$ cat src/rtl/var_dump_pkg.sv
// -----------------------------------------------------------------------------
// var_dump_pkg
// Shared definitions for the variable-dump transmitter: FSM state encoding,
// the frame sync byte and the width of the LEN byte.
// Optional feature macro: VAR_DUMP_CSUM_EN adds the CSUM state to the enum.
// -----------------------------------------------------------------------------
package var_dump_pkg;

    localparam int         LEN_W     = 8;
    localparam logic [7:0] SYNC_BYTE = 8'hA5;

    typedef enum logic [2:0] {
        ST_IDLE = 3'd0,
        ST_HDR  = 3'd1,
        ST_LEN  = 3'd2,
`ifdef VAR_DUMP_CSUM_EN
        ST_DATA = 3'd3,
        ST_CSUM = 3'd4
`else
        ST_DATA = 3'd3
`endif
    } state_e;

endpackage

$ cat src/rtl/var_dump_csum.sv
// -----------------------------------------------------------------------------
// var_dump_csum
// Running XOR checksum over the bytes of one frame.
// Ports:
//   clk     - clock (rising edge)
//   rst_n   - asynchronous active-low reset, clears the checksum
//   clr_i   - restart the checksum (new frame captured)
//   acc_i   - fold data_i into the checksum on this edge
//   data_i  - byte being transferred
//   csum_o  - current checksum value
// Only instantiated when VAR_DUMP_CSUM_EN is defined.
// -----------------------------------------------------------------------------
module var_dump_csum
    import var_dump_pkg::*;
(
    input  logic             clk,
    input  logic             rst_n,
    input  logic             clr_i,
    input  logic             acc_i,
    input  logic [LEN_W-1:0] data_i,
    output logic [LEN_W-1:0] csum_o
);

    logic [LEN_W-1:0] csum_q;

    always_ff @(posedge clk or negedge rst_n) begin
        if (!rst_n) begin
            csum_q <= '0;
        end else if (clr_i) begin
            csum_q <= '0;
        end else if (acc_i) begin
            csum_q <= csum_q ^ data_i;
        end
    end

    assign csum_o = csum_q;

endmodule

$ cat src/rtl/var_dump_tx.sv
// -----------------------------------------------------------------------------
// var_dump_tx
// Captures a snapshot of N_WORDS bytes on request and streams it out as a
// frame: 0xA5, LEN (= N_WORDS), data bytes 0..N_WORDS-1 [, XOR checksum].
// Optional feature macro: VAR_DUMP_CSUM_EN appends a checksum byte computed
// over LEN and all data bytes.
// Ports:
//   clk        - clock (rising edge)
//   rst_n      - asynchronous active-low reset, aborts any frame
//   snap_req   - capture snap_data and send one frame (ignored while busy)
//   snap_data  - snapshot image, byte k at [8k+7:8k]
//   out_valid  - out_data holds a frame byte
//   out_ready  - consumer accepts the byte
//   out_data   - current frame byte (0x00 when idle)
//   busy       - frame in progress
//   done       - one-cycle pulse after the final byte is accepted
//   overrun    - sticky: a request arrived while busy
//   state_o    - debug view of the FSM state
// Handshake: a byte moves on a rising edge where out_valid=1 and out_ready=1;
// while out_valid=1 and out_ready=0 the byte is held unchanged.
// -----------------------------------------------------------------------------
module var_dump_tx
    import var_dump_pkg::*;
#(
    parameter int N_WORDS = 4
) (
    input  logic                 clk,
    input  logic                 rst_n,
    input  logic                 snap_req,
    input  logic [N_WORDS*8-1:0] snap_data,
    output logic                 out_valid,
    input  logic                 out_ready,
    output logic [7:0]           out_data,
    output logic                 busy,
    output logic                 done,
    output logic                 overrun,
    output logic [2:0]           state_o
);

    localparam int               IDX_W    = $clog2(N_WORDS + 1);
    localparam logic [IDX_W-1:0] LAST_IDX = IDX_W'(N_WORDS - 1);
    localparam logic [LEN_W-1:0] LEN_BYTE = LEN_W'(N_WORDS);

    state_e                 state_q, state_d;
    logic [IDX_W-1:0]       idx_q, idx_d;
    logic [N_WORDS*8-1:0]   shadow_q, shadow_d;
    logic                   overrun_q, overrun_d;
    logic                   done_q, done_d;

    logic       xfer;
    logic       accept;
    logic       drop;
    logic [7:0] data_byte;
    logic [7:0] out_byte;

    assign xfer   = (state_q != ST_IDLE) && out_ready;
    assign accept = snap_req && (state_q == ST_IDLE);
    // Any request outside IDLE is dropped, including one on the final edge.
    assign drop   = snap_req && (state_q != ST_IDLE);

`ifdef VAR_DUMP_CSUM_EN
    logic [7:0] csum_val;

    var_dump_csum u_csum (
        .clk    (clk),
        .rst_n  (rst_n),
        .clr_i  (accept),
        .acc_i  (xfer && ((state_q == ST_LEN) || (state_q == ST_DATA))),
        .data_i (out_byte),
        .csum_o (csum_val)
    );
`endif

    // Select the shadow byte addressed by the index without out-of-range slices.
    always_comb begin
        data_byte = 8'h00;
        for (int k = 0; k < N_WORDS; k++) begin
            if (idx_q == IDX_W'(k)) begin
                data_byte = shadow_q[8*k +: 8];
            end
        end
    end

    always_ff @(posedge clk or negedge rst_n) begin
        if (!rst_n) begin
            state_q   <= ST_IDLE;
            idx_q     <= '0;
            shadow_q  <= '0;
            overrun_q <= 1'b0;
            done_q    <= 1'b0;
        end else begin
            state_q   <= state_d;
            idx_q     <= idx_d;
            shadow_q  <= shadow_d;
            overrun_q <= overrun_d;
            done_q    <= done_d;
        end
    end

    always_comb begin
        state_d   = state_q;
        idx_d     = idx_q;
        shadow_d  = shadow_q;
        done_d    = 1'b0;
        out_byte  = 8'h00;

        case (state_q)
            ST_IDLE: begin
                if (accept) begin
                    shadow_d = snap_data;
                    state_d  = ST_HDR;
                end
            end
            ST_HDR: begin
                out_byte = SYNC_BYTE;
                if (xfer) state_d = ST_LEN;
            end
            ST_LEN: begin
                out_byte = LEN_BYTE;
                if (xfer) begin
                    state_d = ST_DATA;
                    idx_d   = '0;
                end
            end
            ST_DATA: begin
                out_byte = data_byte;
                if (xfer) begin
                    if (idx_q == LAST_IDX) begin
`ifdef VAR_DUMP_CSUM_EN
                        state_d = ST_CSUM;
`else
                        state_d = ST_IDLE;
                        done_d  = 1'b1;
`endif
                    end else begin
                        idx_d = idx_q + IDX_W'(1);
                    end
                end
            end
`ifdef VAR_DUMP_CSUM_EN
            ST_CSUM: begin
                out_byte = csum_val;
                if (xfer) begin
                    state_d = ST_IDLE;
                    done_d  = 1'b1;
                end
            end
`endif
            default: state_d = ST_IDLE;
        endcase

        // A drop sets overrun even if an accept would clear it.
        overrun_d = overrun_q;
        if (drop) begin
            overrun_d = 1'b1;
        end else if (accept) begin
            overrun_d = 1'b0;
        end
    end

    assign out_valid = (state_q != ST_IDLE);
    assign busy      = (state_q != ST_IDLE);
    assign out_data  = out_byte;
    assign done      = done_q;
    assign overrun   = overrun_q;
    assign state_o   = state_q;

endmodule
$ cat config.mk
export PLATFORM = sky130hd
export DESIGN_NAME = var_dump_tx
export DESIGN_NICKNAME = d
export VERILOG_FILES = /design/src/rtl/var_dump_pkg.sv /design/src/rtl/var_dump_csum.sv /design/src/rtl/var_dump_tx.sv
export SDC_FILE = /design/constraint.sdc
export NUM_CORES = 1
export LEC_CHECK = 0
export CORE_UTILIZATION = 43
export CTS_BUF_LIST = sky130_fd_sc_hd__clkbuf_4
export DETAILED_ROUTE_END_ITERATION = 12
export HOLD_SLACK_MARGIN = 0.08
export PLACE_DENSITY = 0.71
export RECOVER_POWER = 50
export REMOVE_ABC_BUFFERS = 1
export SYNTH_ARGS = -nofsm -noshare
export SYNTH_HDL_FRONTEND = slang
export SYNTH_SLANG_ARGS = --single-unit
$ cat constraint.sdc
create_clock -name clk -period 2.15 [get_ports clk]
set_input_delay 0.645 -clock clk [delete_from_list [all_inputs] [get_ports clk]]
set_output_delay 0.645 -clock clk [all_outputs]
set_load 0.03 [all_outputs]
==> run summary <==
==============================================================================
TritonCTS Buffers                                                            5
Crit share post-route                                                     120%
Crit-path cells                                                   inv_1, ha_2, nor2b_4, a221oi_1, o311ai_1, buf_4
Max clock buf depth                                                          2
Master cell of the clock root buffer                              sky130_fd_sc_hd__clkbuf_4
Wire length of the first global-routing pass                           7830 µm
TritonCTS clock tree                                                       yes
GP Congestion                                                            0.809
Worst slew margin relative to its limit                                  36.1%
Power per standard cell area                                       1410 mW/mm²
Setup slack, reg-to-reg                                                0.23 ns
Worst setup path start                                            idx_q[0]$_DFFE_PN0P_
Critical path startpoint category                                     register
Count of boundary I/O pins                                                  51
Maximum fanout count along the critical path                                 4
Max H-tree Level                                                             2
CTS sink count                                                              39
Final Cell Area                                                    0.00303 mm²
Overall die area                                                   0.00529 mm²
Diode insertion count for antenna repair                                     0
Reg2reg end                                                       state_o[1]$_DFFE_PN0P_
Count of buffer and inverter cells on the critical path                      2
Total number of vias                                                      1601
Largest net degree at the start of global routing                           40
Failing checks                                                    setup timing
Syn Area/Cell                                                         13.0 µm²
Number of distinct library cells after synthesis                            39
Vias per Instance                                                         5.27
Share of synthesized area occupied by flip-flops and latches             45.4%
Area growth from synthesis to layout                                     40.7%
Leakage                                                                1.44 nW
Most used flip-flop cell after synthesis                          sky130_fd_sc_hd__dfrtp_1
Final Critical Period                                                  2.59 ns
Mean routed wirelength per cell                                        16.8 µm
Number of filler instances in the final layout                             371
Vias in the first global route                                            1615
Combined area of all synthesized cells                             0.00215 mm²
Share of layout cells above drive strength 1                             42.6%
Initial standard-cell utilization of the core                            45.2%
Run status                                                        finished with violations
NumNets Final                                                              282
Number of synthesized flops with an enable pin                               0
Seq cells post-synth                                                        39
Max-capacitance violation count                                              0
Layout Utilization                                                       63.7%
Antenna violations before repair                                             0
Critical-path cell with the highest stage delay                   sky130_fd_sc_hd__dfrtp_2
Slew Viols, Final                                                            0
FF-to-FF path depth                                                          6
Insertion delay of the later-clocked pin in the worst-skew pair        0.35 ns
Overall die width                                                      72.7 µm
Arrival time reported for the critical path endpoint                   1.94 ns
Number of hold violations in the final report                                0
Core Footprint                                                     0.00475 mm²
Largest voltage drop on the vdd net                                     817 µV
Number of synthesis warnings                                                 0
Last element of the critical path                                  out_data[0]
Unrepaired setup endpoints after global routing                           true
Post-place setup slack                                               -0.153 ns
Placed cell areas                                                  0.00280 mm²
Post-route antenna net violation count                                       0
Start of the worst register-to-register path                      state_o[0]$_DFFE_PN0P_
I/O Buffers                                                                 49
CP delay by family, top                                             flip-flops
Crit Path Class                                                     reg -> out
Drt first pass iters                                                         4
Actual slew at the worst max-slew pin                                 0.959 ns
Endpoints failing setup                                                     10
Row count                                                                   25
Leading cell type in the layout, fill and taps excluded           sky130_fd_sc_hd__dfrtp_1
Total stage count of the critical path                                       6
Post-route DRC                                                               0
Commonest non-fill, non-tap cells in the layout                   sky130_fd_sc_hd__dfrtp_1, sky130_fd_sc_hd__clkdlybuf4s50_1, sky130_fd_sc_hd__mux2_4
Final WL                                                               5100 µm
Total grt overflow                                                           0
Global Route Usage Sum                                                   19.6%
Cell count after synthesis                                                 166
Setup Skew                                                           0.0164 ns
1st-iter DRT viols                                                          84
CTS clock-pin slew for the worst setup and hold paths                  0.13 ns
Path category of the worst min-delay check                         in -> async
Share of synthesized registers carrying an async set or reset             100%
Vertical die dimension                                                 72.7 µm
Delay of the slowest cell on the worst path                            0.48 ns
Post-detailed-placement half-perimeter wirelength                      3360 µm
Worst Setup Slack, final                                             -0.437 ns
Req. time, crit path                                                   1.50 ns
Max Clock Freq                                                       0.387 GHz
Endpoint type of the worst setup path                             primary output
==============================================================================
report_power, final:
group	leakage [nW]	switching, mW	internal, mW
Combinational	0.945	1.13	1.37
Sequential	0.463	0.283	1.09
Clock	0.0317	0.254	0.139
registers in the layout (all words and copies together), names as in the netlist:
register,cells
shadow_q,32
idx_q,3
state_o,2
done,1
overrun,1
stage by stage:
stage,setup TNS (ns),power (mW),hold WS (ns),std cells
final,-3.39,4.26,0.506,304
after global routing,-4.47,4.52,0.534,304
after CTS,-3.18,4.06,0.242,301
after detailed placement,-0.922,3.56,0.495,292
after global placement,-0.674,3.52,0.494,292
after floorplan,-4.71,2.80,0.349,155
worst reg2reg max path, delay by kind of cell (launching register included):
kind,cells,cell delay [ns]
flops,1,0.47
mux,1,0.33
buf+inv,2,0.32
fa+ha+maj,1,0.31
simple gates,1,0.25
compound gates,1,0.16
worst min-delay path by stage:
stage | endpoint | depth (start not counted) | slack [ns] | start
after global routing | shadow_q[25]$_DFFE_PN0P_ | 1 | 0.53 | shadow_q[25]$_DFFE_PN0P_
final | state_o[1]$_DFFE_PN0P_ | 2 | 0.51 | rst_n
after CTS | idx_q[0]$_DFFE_PN0P_ | 2 | 0.24 | rst_n
after global placement | overrun$_DFFE_PN0P_ | 1 | 0.49 | overrun$_DFFE_PN0P_
after detailed placement | shadow_q[26]$_DFFE_PN0P_ | 1 | 0.49 | shadow_q[26]$_DFFE_PN0P_
after floorplan | done$_DFF_PN0_ | 0 | 0.35 | rst_n
metal layers:
| layer | global-route usage (%) | vias to the layer above | wire (µm) |
|---|---|---|---|
| li1 | - | 743 | - |
| met1 | 27.0 | 786 | 2280 |
| met2 | 30.7 | 63 | 2480 |
| met3 | 4.14 | 9 | 273 |
| met4 | 6.75 | 0 | 76 |
| met5 | 0 | - | 0 |
kinds of logic (layout without fill, tap and decap cells):
logic type | count (synthesis) | in the layout | synth area share [%]
muxes | 35 | 35 | 23.5
AOI/OAI and AO/OA | 31 | 31 | 11.4
other | 1 | 1 | 0.174
and+or+nand+nor | 32 | 32 | 8.90
DFF | 39 | 39 | 45.4
buffers and inverters | 18 | 89 | 4.83
adders and majority gates | 10 | 10 | 5.82
final cells by class:
type                            count  area (µm²)  share of cell area, %
Clock inverter                      2        12.5                  0.413
Sequential cell                    39         978                   32.3
Timing Repair Buffer               74         696                   23.0
Clock buffer                        6        45.0                   1.49
Multi-Input combinational cell    109        1180                   39.1
Inverter                            7        26.3                  0.868
Tap cell                           67        83.8                   2.77
synth_stat cells, types with 4 or more instances:
cell type                 number  share of area (%)
sky130_fd_sc_hd__a21o_1        5                1.7
sky130_fd_sc_hd__mux2_4       30                 21
sky130_fd_sc_hd__a21oi_1       5                1.2
sky130_fd_sc_hd__buf_2         5                1.2
sky130_fd_sc_hd__a22o_1        5                2.0
sky130_fd_sc_hd__ha_1         10                5.8
sky130_fd_sc_hd__dfrtp_1      39                 45
sky130_fd_sc_hd__nor2_1        4               0.70
sky130_fd_sc_hd__nand2_1       6                1.0
sky130_fd_sc_hd__inv_1         6                1.0
sky130_fd_sc_hd__and3b_1       4                1.6
timing repair:
action | 4_1_cts | 5_1_grt
hold endpoints to repair | 0 | 0
cloned | 0 | 1
setup buffers | 1 | 2
hold buffers | 0 | 0
pin swaps | 3 | 4
resized for setup | 22 | 13
setup endpoints to repair | 12 | 10
Note: power is estimated with default switching activity, not from simulation.
